==> src/rtl/lfsr_rand_gen.sv <==
// lfsr_rand_gen: parametrised Fibonacci XNOR LFSR with a bounded-range random number port.
//
// Each request samples the low OUT_W bits of the LFSR, once per cycle, until a candidate
// falls inside [0, max_val]. After MAX_TRIES rejected candidates it returns 0 and flags
// the fallback path.
//
// Ports:
//   clk           in   clock
//   reset         in   synchronous, active-high reset
//   enable        in   advance the LFSR while idle
//   seed_load     in   load seed_in this cycle (an all-ones seed is replaced by SEED)
//   seed_in       in   [WIDTH]  seed value
//   req           in   request a random value (accepted only while busy is low)
//   max_val       in   [OUT_W]  inclusive upper bound, latched on accept
//   busy          out  a request is being sampled
//   rand_valid    out  one-cycle pulse, rand_out/rand_fallback valid
//   rand_out      out  [OUT_W]  result, held until the next rand_valid
//   rand_fallback out  result came from the fallback path
//   lfsr_state    out  [WIDTH]  current LFSR register
module lfsr_rand_gen #(
    parameter int unsigned      WIDTH     = 10,
    parameter logic [WIDTH-1:0] TAPS      = 10'h240,
    parameter logic [WIDTH-1:0] SEED      = 10'h001,
    parameter int unsigned      OUT_W     = 4,
    parameter int unsigned      MAX_TRIES = 8
) (
    input  logic             clk,
    input  logic             reset,
    input  logic             enable,
    input  logic             seed_load,
    input  logic [WIDTH-1:0] seed_in,
    input  logic             req,
    input  logic [OUT_W-1:0] max_val,
    output logic             busy,
    output logic             rand_valid,
    output logic [OUT_W-1:0] rand_out,
    output logic             rand_fallback,
    output logic [WIDTH-1:0] lfsr_state
);

    // One extra bit so the counter can never wrap before the fallback fires.
    localparam int unsigned      CNT_W    = $clog2(MAX_TRIES) + 1;
    localparam logic [CNT_W-1:0] LAST_TRY = CNT_W'(MAX_TRIES - 1);

    typedef enum logic [0:0] {
        StIdle,
        StSample
    } fsm_e;

    fsm_e             fsm_q, fsm_d;
    logic [WIDTH-1:0] lfsr_q, lfsr_d;
    logic [OUT_W-1:0] max_q, max_d;
    logic [CNT_W-1:0] tries_q, tries_d;
    logic             valid_q, valid_d;
    logic [OUT_W-1:0] out_q, out_d;
    logic             fb_q, fb_d;

    logic             feedback;
    logic [WIDTH-1:0] lfsr_adv;
    logic [OUT_W-1:0] cand;

    // XNOR feedback: the all-ones state is the lock-up state, never all-zeros.
    assign feedback = ~^(lfsr_q & TAPS);
    assign lfsr_adv = {lfsr_q[WIDTH-2:0], feedback};
    // Candidate comes from the registered state, before this cycle's advance.
    assign cand     = lfsr_q[OUT_W-1:0];

    // LFSR next state: seed load wins over advance.
    always_comb begin
        lfsr_d = lfsr_q;
        if (seed_load) begin
            lfsr_d = (&seed_in) ? SEED : seed_in;
        end else if ((fsm_q == StIdle && enable) || fsm_q == StSample) begin
            lfsr_d = lfsr_adv;
        end
    end

    // Request FSM and result registers.
    always_comb begin
        fsm_d   = fsm_q;
        max_d   = max_q;
        tries_d = tries_q;
        valid_d = 1'b0;
        out_d   = out_q;
        fb_d    = fb_q;
        unique case (fsm_q)
            StIdle: begin
                if (req) begin
                    max_d   = max_val;
                    tries_d = '0;
                    fsm_d   = StSample;
                end
            end
            StSample: begin
                if (cand <= max_q) begin
                    out_d   = cand;
                    valid_d = 1'b1;
                    fb_d    = 1'b0;
                    fsm_d   = StIdle;
                end else if (tries_q == LAST_TRY) begin
                    out_d   = '0;
                    valid_d = 1'b1;
                    fb_d    = 1'b1;
                    fsm_d   = StIdle;
                end else begin
                    tries_d = tries_q + CNT_W'(1);
                end
            end
            default: fsm_d = StIdle;
        endcase
    end

    always_ff @(posedge clk) begin
        if (reset) begin
            fsm_q   <= StIdle;
            lfsr_q  <= SEED;
            max_q   <= '0;
            tries_q <= '0;
            valid_q <= 1'b0;
            out_q   <= '0;
            fb_q    <= 1'b0;
        end else begin
            fsm_q   <= fsm_d;
            lfsr_q  <= lfsr_d;
            max_q   <= max_d;
            tries_q <= tries_d;
            valid_q <= valid_d;
            out_q   <= out_d;
            fb_q    <= fb_d;
        end
    end

    assign busy          = (fsm_q == StSample);
    assign rand_valid    = valid_q;
    assign rand_out      = out_q;
    assign rand_fallback = fb_q;
    assign lfsr_state    = lfsr_q;

endmodule

==> config.mk <==
export PLATFORM = sky130hd
export DESIGN_NAME = lfsr_rand_gen
export DESIGN_NICKNAME = d
export VERILOG_FILES = /design/src/rtl/lfsr_rand_gen.sv
export SDC_FILE = /design/constraint.sdc
export NUM_CORES = 1
export LEC_CHECK = 0
export ABC_AREA = 1
export CELL_PAD_IN_SITES_DETAIL_PLACEMENT = 0
export CELL_PAD_IN_SITES_GLOBAL_PLACEMENT = 1
export CORE_MARGIN = 4
export CORE_UTILIZATION = 36
export DETAILED_ROUTE_END_ITERATION = 12
export PLACE_DENSITY = 0.86
export SETUP_SLACK_MARGIN = 0.4
export SLEW_MARGIN = 20
export SYNTH_ARGS = -nofsm -noshare
export SYNTH_HDL_FRONTEND = slang
export SYNTH_SLANG_ARGS = --single-unit
==> constraint.sdc <==
create_clock -name clk -period 2.4 [get_ports clk]
set_clock_uncertainty 0.2 [all_clocks]
set_input_delay 0.24 -clock clk [delete_from_list [all_inputs] [get_ports clk]]
set_output_delay 0.24 -clock clk [all_outputs]
set_load 0.05 [all_outputs]
==> results.cfg, run 1 <==
[outcome]
status = finished, final reports clean

[floorplan]
dieArea_um2 = 4412
start_util = 0.3897
die_w_um = 66.42
ios = 36
die_h_um = 66.42
core_um2 = 3153
rows = 20

[route]
drtIter0Drc = 31
ant_nets = 0
vias = 1155
drt-pass1-iter-count = 8
drcViolationCount = 0
routed_wl_um = 2935
drt-wirelength-per-cell_um = 12.93
avgViaCountPerCell = 5.088

[critical_path]
path_cells = clkdlybuf4s50_1
r2r_cells = 6
critical_path.slowest_cell = clkdlybuf4s50_1
end_kind = output pin
worstPathArrival_ns = 1.53
cp_num_cells = 1
critPathKind = reg2out
cpPeakStageDelay_ns = 0.82
cp-start-kind = register
cp_top_family = buffers and inverters
crit_required_ns = 1.96
critical_path_buf_inv_count = 1
path_max_fanout = 3

[flow_run]
maxCapViolCount = 0

[sta]
max_freq_mhz = 508.8
whs_ns = 0.2735
worst_slack_ns = 0.4346
finalHoldViolCount = 0
period_share = 0.8189
rsz0062_at_grt = no
worstMarginPinSlew_ns = 0.5069
timing.final.crit_period_ns = 1.965
drv_slew = 0
setup_viol = 0
tns_ns = 0
relSlewSlack = 0.6610

[finish]
n_fill_cell = 320
final_cell_mix = 27 x clkdlybuf4s50_1, 25 x dfxtp_1, 24 x a21oi_1, 17 x nand2_1, 14 x nor2_1
utilization = 0.5159
fin_cells = 227
diodes = 0
layout_commonest_cell = clkdlybuf4s50_1
num-nets-final = 208
synthToLayoutAreaGrowth_pct = 32.38
drive_gt1_frac = 0.09836

[grt]
overflow = 0
antenna_found_initial = 0
grt_pass1_vias = 1107
track_usage = 0.1430
grt_max_degree = 18
grt_pass1_wl_um = 4912

[power_and_ir_drop]
ir_drop_mv = 0.2695
p_per_area_nw_per_um2 = 599.4
combPwrFrac = 0.324
p_int_uw = 623.9
p_switching_uw = 351.0
p_seq_frac = 0.481
clkPwrFrac = 0.195
leakagePower_nw = 0.6712
swShare = 0.3601

[clocking]
clock_latency_ns = 0.32
clkSinkCount = 25
clkTransAtPathRegs_ns = 0.14
h-tree-depth = 1
cts_tree = yes
clock_path_buffers = 2
cts_hold_buf = 0
cts_setup_buffers = 0
cts_buffers = 3
ctsRootBufferMaster = clkbuf_4

[synth]
ys_ff_latch = 25
synth_edf_count = 0
ys_async_sr_fraction = 0
yosysWarnings = 0
syn_avg_cell_area_um2 = 8.302
synthDistinctLibCells = 23
seq_area_frac_synth = 0.4073
synth_area_um2 = 1229
syn_inst = 148
ys.flop_type = dfxtp_1
syn-num-nets = 172

[place]
pre_cts_ws_ns = 0.5354
port_buffers = 35
dpl.hpwl_um = 2263
place_inst = 223
gp_congestion = 0.7935

[hold_path]
min_path_cells = 2
hp-class = reg2reg
==> final timing paths <==
kind,startpoint,end,slack (ns)
worst min-delay path,rand_out[2]$_SDFFE_PP0P_,rand_out[2]$_SDFFE_PP0P_,0.27
worst max register to register,lfsr_state[3]$_SDFFE_PP0P_,rand_out[3]$_SDFFE_PP0P_,0.61
worst min register to register,rand_out[2]$_SDFFE_PP0P_,rand_out[2]$_SDFFE_PP0P_,0.27
worst max-delay path,lfsr_state[7]$_SDFFE_PP0P_,lfsr_state[7],0.43
==> what timing repair did <==
action                                 CTS  global route
resized for setup                        5             3
gates cloned                             0             0
setup endpoints to repair                5             3
endpoints found under the hold margin    0             0
==> synthesized netlist by cell type (3+ instances only) <==
library cell	number	area, µm²
nand2_2	3	18.77
nor2_1	14	52.55
nand4_1	3	18.77
dfxtp_1	25	500.5
nand2_1	17	63.81
ha_1	5	62.56
nand3_1	10	50.05
inv_1	12	45.04
o221ai_1	9	78.83
o21ai_0	7	35.03
a21oi_1	24	120.1
==> layer usage <==
metal	routed length, µm	track usage
met1	1370	0.1790
met2	1388	0.2416
met3	142	0.03061
met4	34	0.04569
met5	0	0
==> worst reg2reg max path: cells and delay by family (launching register included) <==
kind	cells	cell delay [ns]
compound gates	2	0.42
flops	1	0.44
simple gates	3	0.38
fa+ha+maj	1	0.27
==> state kept, by name, summed over array words and instances, names as in the netlist <==
register       flops
max_q              4
rand_valid         1
rand_out           4
rand_fallback      1
lfsr_state        10
tries_q            4
busy               1
==> per-stage QoR <==
stage | power, mW | instance area (µm²)
after floorplan | 0.6993 | 1229
after global placement | 0.7953 | 1599
after detailed placement | 0.8019 | 1599
after CTS | 0.9860 | 1619
after global routing | 1.028 | 1627
final | 0.9749 | 1627
==> power by group through the flow <==
stage / Sequential (mW) / Clock, mW / Combinational [mW]
floorplan: 0.549 / 0 / 0.150
global placement: 0.477 / 0 / 0.318
detailed placement: 0.478 / 0 / 0.324
CTS: 0.469 / 0.197 / 0.320
global route: 0.473 / 0.208 / 0.347
finish: 0.469 / 0.190 / 0.316
==> logic make-up (layout without fill, tap and decap cells) <==
logic type	after synthesis	in the layout	share of synthesized area
buffers and inverters	19	54	0.07738
XOR/XNOR	2	2	0.01426
adder cells (fa/ha/maj)	5	5	0.05092
AO/OA/AOI/OAI	41	41	0.1955
AND/OR/NAND/NOR	56	56	0.2546
flip-flops	25	25	0.4073
==> layout make-up <==
class	count	area [µm²]	area share
well taps	44	55.05	0.03385
clock buffers	4	26.28	0.01615
repair buffers	36	359.1	0.2208
flip-flops and latches	25	500.5	0.3077
inverters	14	52.55	0.03231
multi-input cells	104	633.1	0.3892
No activity file was read; power rests on OpenSTA's default activity.
==> run 2, diff against run 1 <==
--- a/config.mk
+++ b/config.mk
@@ -9,9 +9,9 @@
 export CELL_PAD_IN_SITES_DETAIL_PLACEMENT = 0
 export CELL_PAD_IN_SITES_GLOBAL_PLACEMENT = 1
 export CORE_MARGIN = 4
-export CORE_UTILIZATION = 36
+export CORE_UTILIZATION = 30
 export DETAILED_ROUTE_END_ITERATION = 12
-export PLACE_DENSITY = 0.86
+export PLACE_DENSITY = 0.77
 export SETUP_SLACK_MARGIN = 0.4
 export SLEW_MARGIN = 20
 export SYNTH_ARGS = -nofsm -noshare
==> constraint.sdc (replaced) <==
create_clock -name clk -period 1.7 [get_ports clk]
set_clock_uncertainty 0.2 [all_clocks]
set_input_delay 0.17 -clock clk [delete_from_list [all_inputs] [get_ports clk]]
set_output_delay 0.17 -clock clk [all_outputs]
set_load 0.05 [all_outputs]
==> results.cfg, run 2 (synthesized netlist as in run 1, its figures left out) <==
[critical_path]
crit_required_ns = 1.67
critPathKind = reg2reg
worstPathArrival_ns = 1.52
end_kind = register
cp-start-kind = register
path_max_fanout = 6

[route]
drtIter0Drc = 43
drt-wirelength-per-cell_um = 13.73
routed_wl_um = 3351
drt-pass1-iter-count = 4
drcViolationCount = 0
ant_nets = 0
vias = 1230
avgViaCountPerCell = 5.041

[power_and_ir_drop]
p_seq_frac = 0.424
swShare = 0.3513
combPwrFrac = 0.355
finalPower_mw = 1.587
p_switching_uw = 557.4
p_per_area_nw_per_um2 = 817.1
clkPwrFrac = 0.221
ir_drop_mv = 0.3168
p_int_mw = 1.029
leakagePower_nw = 0.7900

[sta]
whs_ns = -0.001831
period_share = 0.9107
timing.final.crit_period_ns = 1.548
relSlewSlack = 0.8417
drv_slew = 0
setup_viol = 0
rsz0062_at_grt = yes
max_freq_mhz = 645.9
worstMarginPinSlew_ns = 0.2371
tns_ns = 0
finalHoldViolCount = 1

[finish]
final_cell_mix = 23 x buf_4, 15 x a21oi_1, 15 x dfxtp_1, 12 x nor2_1, 11 x nand2_1
utilization = 0.5112
fin_cells = 244
largest_register_ffs = 10
num-nets-final = 221
synthToLayoutAreaGrowth_pct = 58.04
layout_commonest_cell = buf_4
drive_gt1_frac = 0.4541
n_fill_cell = 368
diodes = 0
postLayoutCellArea_um2 = 1942

[clocking]
h-tree-depth = 1
clkTransAtPathRegs_ns = 0.09
clock_path_buffers = 2
clkSinkCount = 25
clock_latency_ns = 0.27
ctsRootBufferMaster = clkbuf_8
cts_tree = yes
cts_buffers = 3

[floorplan]
die_w_um = 72.00
core_um2 = 3799
ios = 36
rows = 22
dieArea_um2 = 5183
die_h_um = 72.00
start_util = 0.3235

[grt]
overflow = 0
antenna_found_initial = 0
grt_pass1_wl_um = 5782
track_usage = 0.1391
grt_pass1_vias = 1335
grt_max_degree = 18

[hold_path]
hp-class = in2reg

[place]
dpl.hpwl_um = 2435
place_inst = 229
port_buffers = 35
gp_congestion = 0.7936
placedInstanceArea_um2 = 1693

[flow_run]
maxCapViolCount = 0

[outcome]
violations = hold timing
status = complete, but fails checks
## run 2: cell count changes in the layout (fill, tap and decap cells not counted), moves of 5 or more
| cell | previous run | this run |
|---|---|---|
| a21oi_2 | 0 | 9 |
| ha_1 | 5 | 0 |
| buf_4 | 1 | 23 |
| dfxtp_1 | 25 | 15 |
| a21oi_1 | 24 | 15 |
| dfxtp_2 | 0 | 5 |
| clkdlybuf4s50_1 | 27 | 8 |
| inv_2 | 2 | 8 |
| inv_1 | 12 | 5 |
| dfxtp_4 | 0 | 5 |
| nand2_1 | 17 | 11 |
## run 2: worst max-delay path, stage by stage, from the launching register on
cell and delay, ns:
dfxtp_4 0.36, ha_4 0.27, nand2_2 0.05, inv_2 0.07
nand2_2 0.06, nand2_4 0.11, nand3_4 0.13, a21oi_2 0.14
nor2_1 0.05
## run 2: final cells by class
class                      instances  area, µm²  share of cell area
sequential                        25      525.5              0.2706
timing repair buffer              48      459.2              0.2365
tap                               48      60.06             0.03093
inverter                          14      55.05             0.02835
multi-input combinational        105      797.0              0.4104
clock buffer                       4      45.04             0.02320
## run 2: metrics by stage
step	setup WS (ns)	hold slack (ns)
3_5_place_dp	0.006406	0.2543
5_1_grt	0.08000	0.03183
3_3_place_gp	0.08949	0.2553
4_1_cts	0.1470	0.09366
2_1_floorplan	0.1654	0.1134
6_report	0.1518	-0.001831
## run 2: timing repair
item,4_1_cts,5_1_grt
endpoints found under the setup margin,24,29
hold buffers,0,0
setup buffers,7,3
cloned,1,0
pin swaps,13,9
gates resized for setup,21,30
## run 2: power by group through the flow
stage,sequential (mW),combinational [mW],clock (mW)
floorplan,0.781,0.241,0
global placement,0.690,0.477,0
detailed placement,0.690,0.487,0
CTS,0.670,0.523,0.363
global route,0.680,0.610,0.389
finish,0.672,0.564,0.351
## run 2: path summary, 6_finish.rpt
| path | start | slack [ns] | endpoint | depth (start not counted) |
|---|---|---|---|---|
| setup / recovery | lfsr_state[3]$_SDFFE_PP0P_ | 0.15 | tries_q[0]$_SDFFE_PP0P_ | 8 |
| setup reg to reg | lfsr_state[3]$_SDFFE_PP0P_ | 0.15 | tries_q[0]$_SDFFE_PP0P_ | 8 |
| hold / removal | seed_in[5] | -0.002 | lfsr_state[5]$_SDFFE_PP0P_ | 3 |
| hold reg to reg | rand_out[1]$_SDFFE_PP0P_ | 0.26 | rand_out[1]$_SDFFE_PP0P_ | 2 |
## run 2: layer usage
layer,wire (µm),part of all wire,global-route usage,vias to the layer above
met5,0,0,0,-
met4,34,0.010,0.05219,0
met3,179,0.053,0.02632,4
met2,1638,0.49,0.2388,37
met1,1498,0.45,0.1722,566
li1,-,-,-,623
==> run 3, diff against run 2 <==
--- a/config.mk
+++ b/config.mk
@@ -12,8 +12,6 @@
 export CORE_UTILIZATION = 30
 export DETAILED_ROUTE_END_ITERATION = 12
 export PLACE_DENSITY = 0.77
-export SETUP_SLACK_MARGIN = 0.4
-export SLEW_MARGIN = 20
 export SYNTH_ARGS = -nofsm -noshare
 export SYNTH_HDL_FRONTEND = slang
 export SYNTH_SLANG_ARGS = --single-unit
==> results.cfg, run 3 (synthesized netlist as in run 1, its figures left out) <==
[floorplan]
core_um2 = 3799
rows = 22
die_w_um = 72.00
start_util = 0.3235
die_h_um = 72.00
ios = 36
dieArea_um2 = 5183

[place]
gp_congestion = 0.8024
port_buffers = 35
dpl.hpwl_um = 2370

[grt]
grtUsageMet3 = 0.02355
track_usage = 0.1236
grt_max_degree = 18
globalRouteMet2Util = 0.2010
overflow = 0
grt_pass1_wl_um = 5154
grt_util_met1 = 0.1630
busiest_layer = met2
grt_pass1_vias = 1150
antenna_found_initial = 0

[sta]
finalHoldViolCount = 0
timing.final.crit_period_ns = 1.570
drv_slew = 0
worstMarginPinSlew_ns = 0.3600
relSlewSlack = 0.7594
period_share = 0.9234
max_freq_mhz = 637.0
setup_viol = 0

[critical_path]
cpPeakStageDelay_ns = 0.32
rr_startpoint = max_q[2]$_SDFFE_PP0P_
cp-start-kind = register
startpoint = max_q[2]$_SDFFE_PP0P_
critical_path.slowest_cell = dfxtp_1
crit_required_ns = 1.71
path_max_fanout = 4
end_kind = register
path_cells = inv_1 > ha_1 > nand2_1 > inv_2 > nand2_2 > nand2_4 > nand3_2 > nand2_2 > nand2_1 > a21oi_1
worstPathArrival_ns = 1.58
critPathKind = reg2reg

[power_and_ir_drop]
p_per_area_nw_per_um2 = 884.8
finalPower_mw = 1.527
ir_drop_mv = 0.3222
leakagePower_nw = 0.7000

[clocking]
cts_setup_buffers = 0
h-tree-depth = 1
ctsRootBufferMaster = clkbuf_8
cts_resized = 0
cts_hold_buf = 0
clock_latency_ns = 0.27
clkSinkCount = 25
cts_buffers = 3
clkTransAtPathRegs_ns = 0.10
clock_path_buffers = 2
cts_tree = yes

[route]
vias = 1163
ant_nets = 0
drcViolationCount = 0
drt-pass1-iter-count = 4
avgViaCountPerCell = 4.907
routed_wl_um = 3065
drtIter0Drc = 75
drt-wirelength-per-cell_um = 12.93

[finish]
diodes = 0
n_fill_cell = 385
drive_gt1_frac = 0.2804
regArea_um2 = 508.0
synthToLayoutAreaGrowth_pct = 40.43
num-nets-final = 214
layout_commonest_cell = buf_4
largest_register_ffs = 10
multi_input_area_um2 = 671.9
utilization = 0.4542
final_cell_mix = 22 x buf_4, 21 x a21oi_1, 21 x dfxtp_1, 18 x clkdlybuf4s50_1, 16 x nand2_1

[hold_path]
hp-class = reg2reg
hold_start = rand_out[3]$_SDFFE_PP0P_

[outcome]
status = finished, final reports clean

[flow_run]
maxCapViolCount = 0
run 3: cell types whose count changed in the layout (fill, tap and decap cells not counted), sizes merged:
cell           delta
clkdlybuf4s50    +10
dlygate4sd2       -7
buf               -6
dlymetal6s2s      -3
clkbuf            -1
inv               +1
nand4             -1
run 3: layout make-up:
| type | instances | area share |
|---|---|---|
| clock buffer | 3 | 0.02393 |
| clock inverter | 1 | 0.003626 |
| inverter | 14 | 0.03046 |
| multi-input combinational | 104 | 0.3894 |
| sequential | 25 | 0.2944 |
| tap | 48 | 0.03481 |
| timing repair buffer | 42 | 0.2234 |
run 3: power by group:
group | leakage [nW] | switching (mW) | internal [mW]
clock network | 0.0260 | 0.197 | 0.167
registers | 0.207 | 0.0372 | 0.630
logic | 0.467 | 0.300 | 0.196
total | 0.700 | 0.534 | 0.993
run 3: worst paths after layout:
path | depth (start not counted) | to | slack (ns)
setup / recovery | 10 | rand_out[2]$_SDFFE_PP0P_ | 0.13
hold / removal | 2 | rand_out[3]$_SDFFE_PP0P_ | 0.28
setup reg to reg | 10 | rand_out[2]$_SDFFE_PP0P_ | 0.13
hold reg to reg | 2 | rand_out[3]$_SDFFE_PP0P_ | 0.28
run 3: worst max-delay path: cells and delay by family (launching register included):
family / cells / cell delay [ns]
AOI/OAI and AO/OA: 1 / 0.13
adders and majority gates: 1 / 0.27
buffers and inverters: 2 / 0.13
DFF: 1 / 0.32
and+or+nand+nor: 6 / 0.48
run 3: routing by layer:
metal | up-vias | share of wire | routed length (µm)
met2 | 29 | 0.48 | 1457
met3 | 2 | 0.050 | 154
met1 | 532 | 0.46 | 1417
li1 | 600 | - | -
met4 | 0 | 0.012 | 36
met5 | - | 0 | 0
run 3: metrics by stage:
stage | setup WS [ns] | TNS [ns] | instances | area, µm² | hold WS, ns
global route | -0.0002454 | -0.0003499 | 237 | 1725 | 0.2987
floorplan | 0.01904 | 0 | 148 | 1236 | 0.1134
detailed placement | 0.008733 | 0 | 233 | 1639 | 0.2542
finish | 0.1302 | 0 | 237 | 1725 | 0.2765
global placement | 0.02931 | 0 | 233 | 1639 | 0.2506
CTS | 0.05800 | 0 | 237 | 1687 | 0.2752
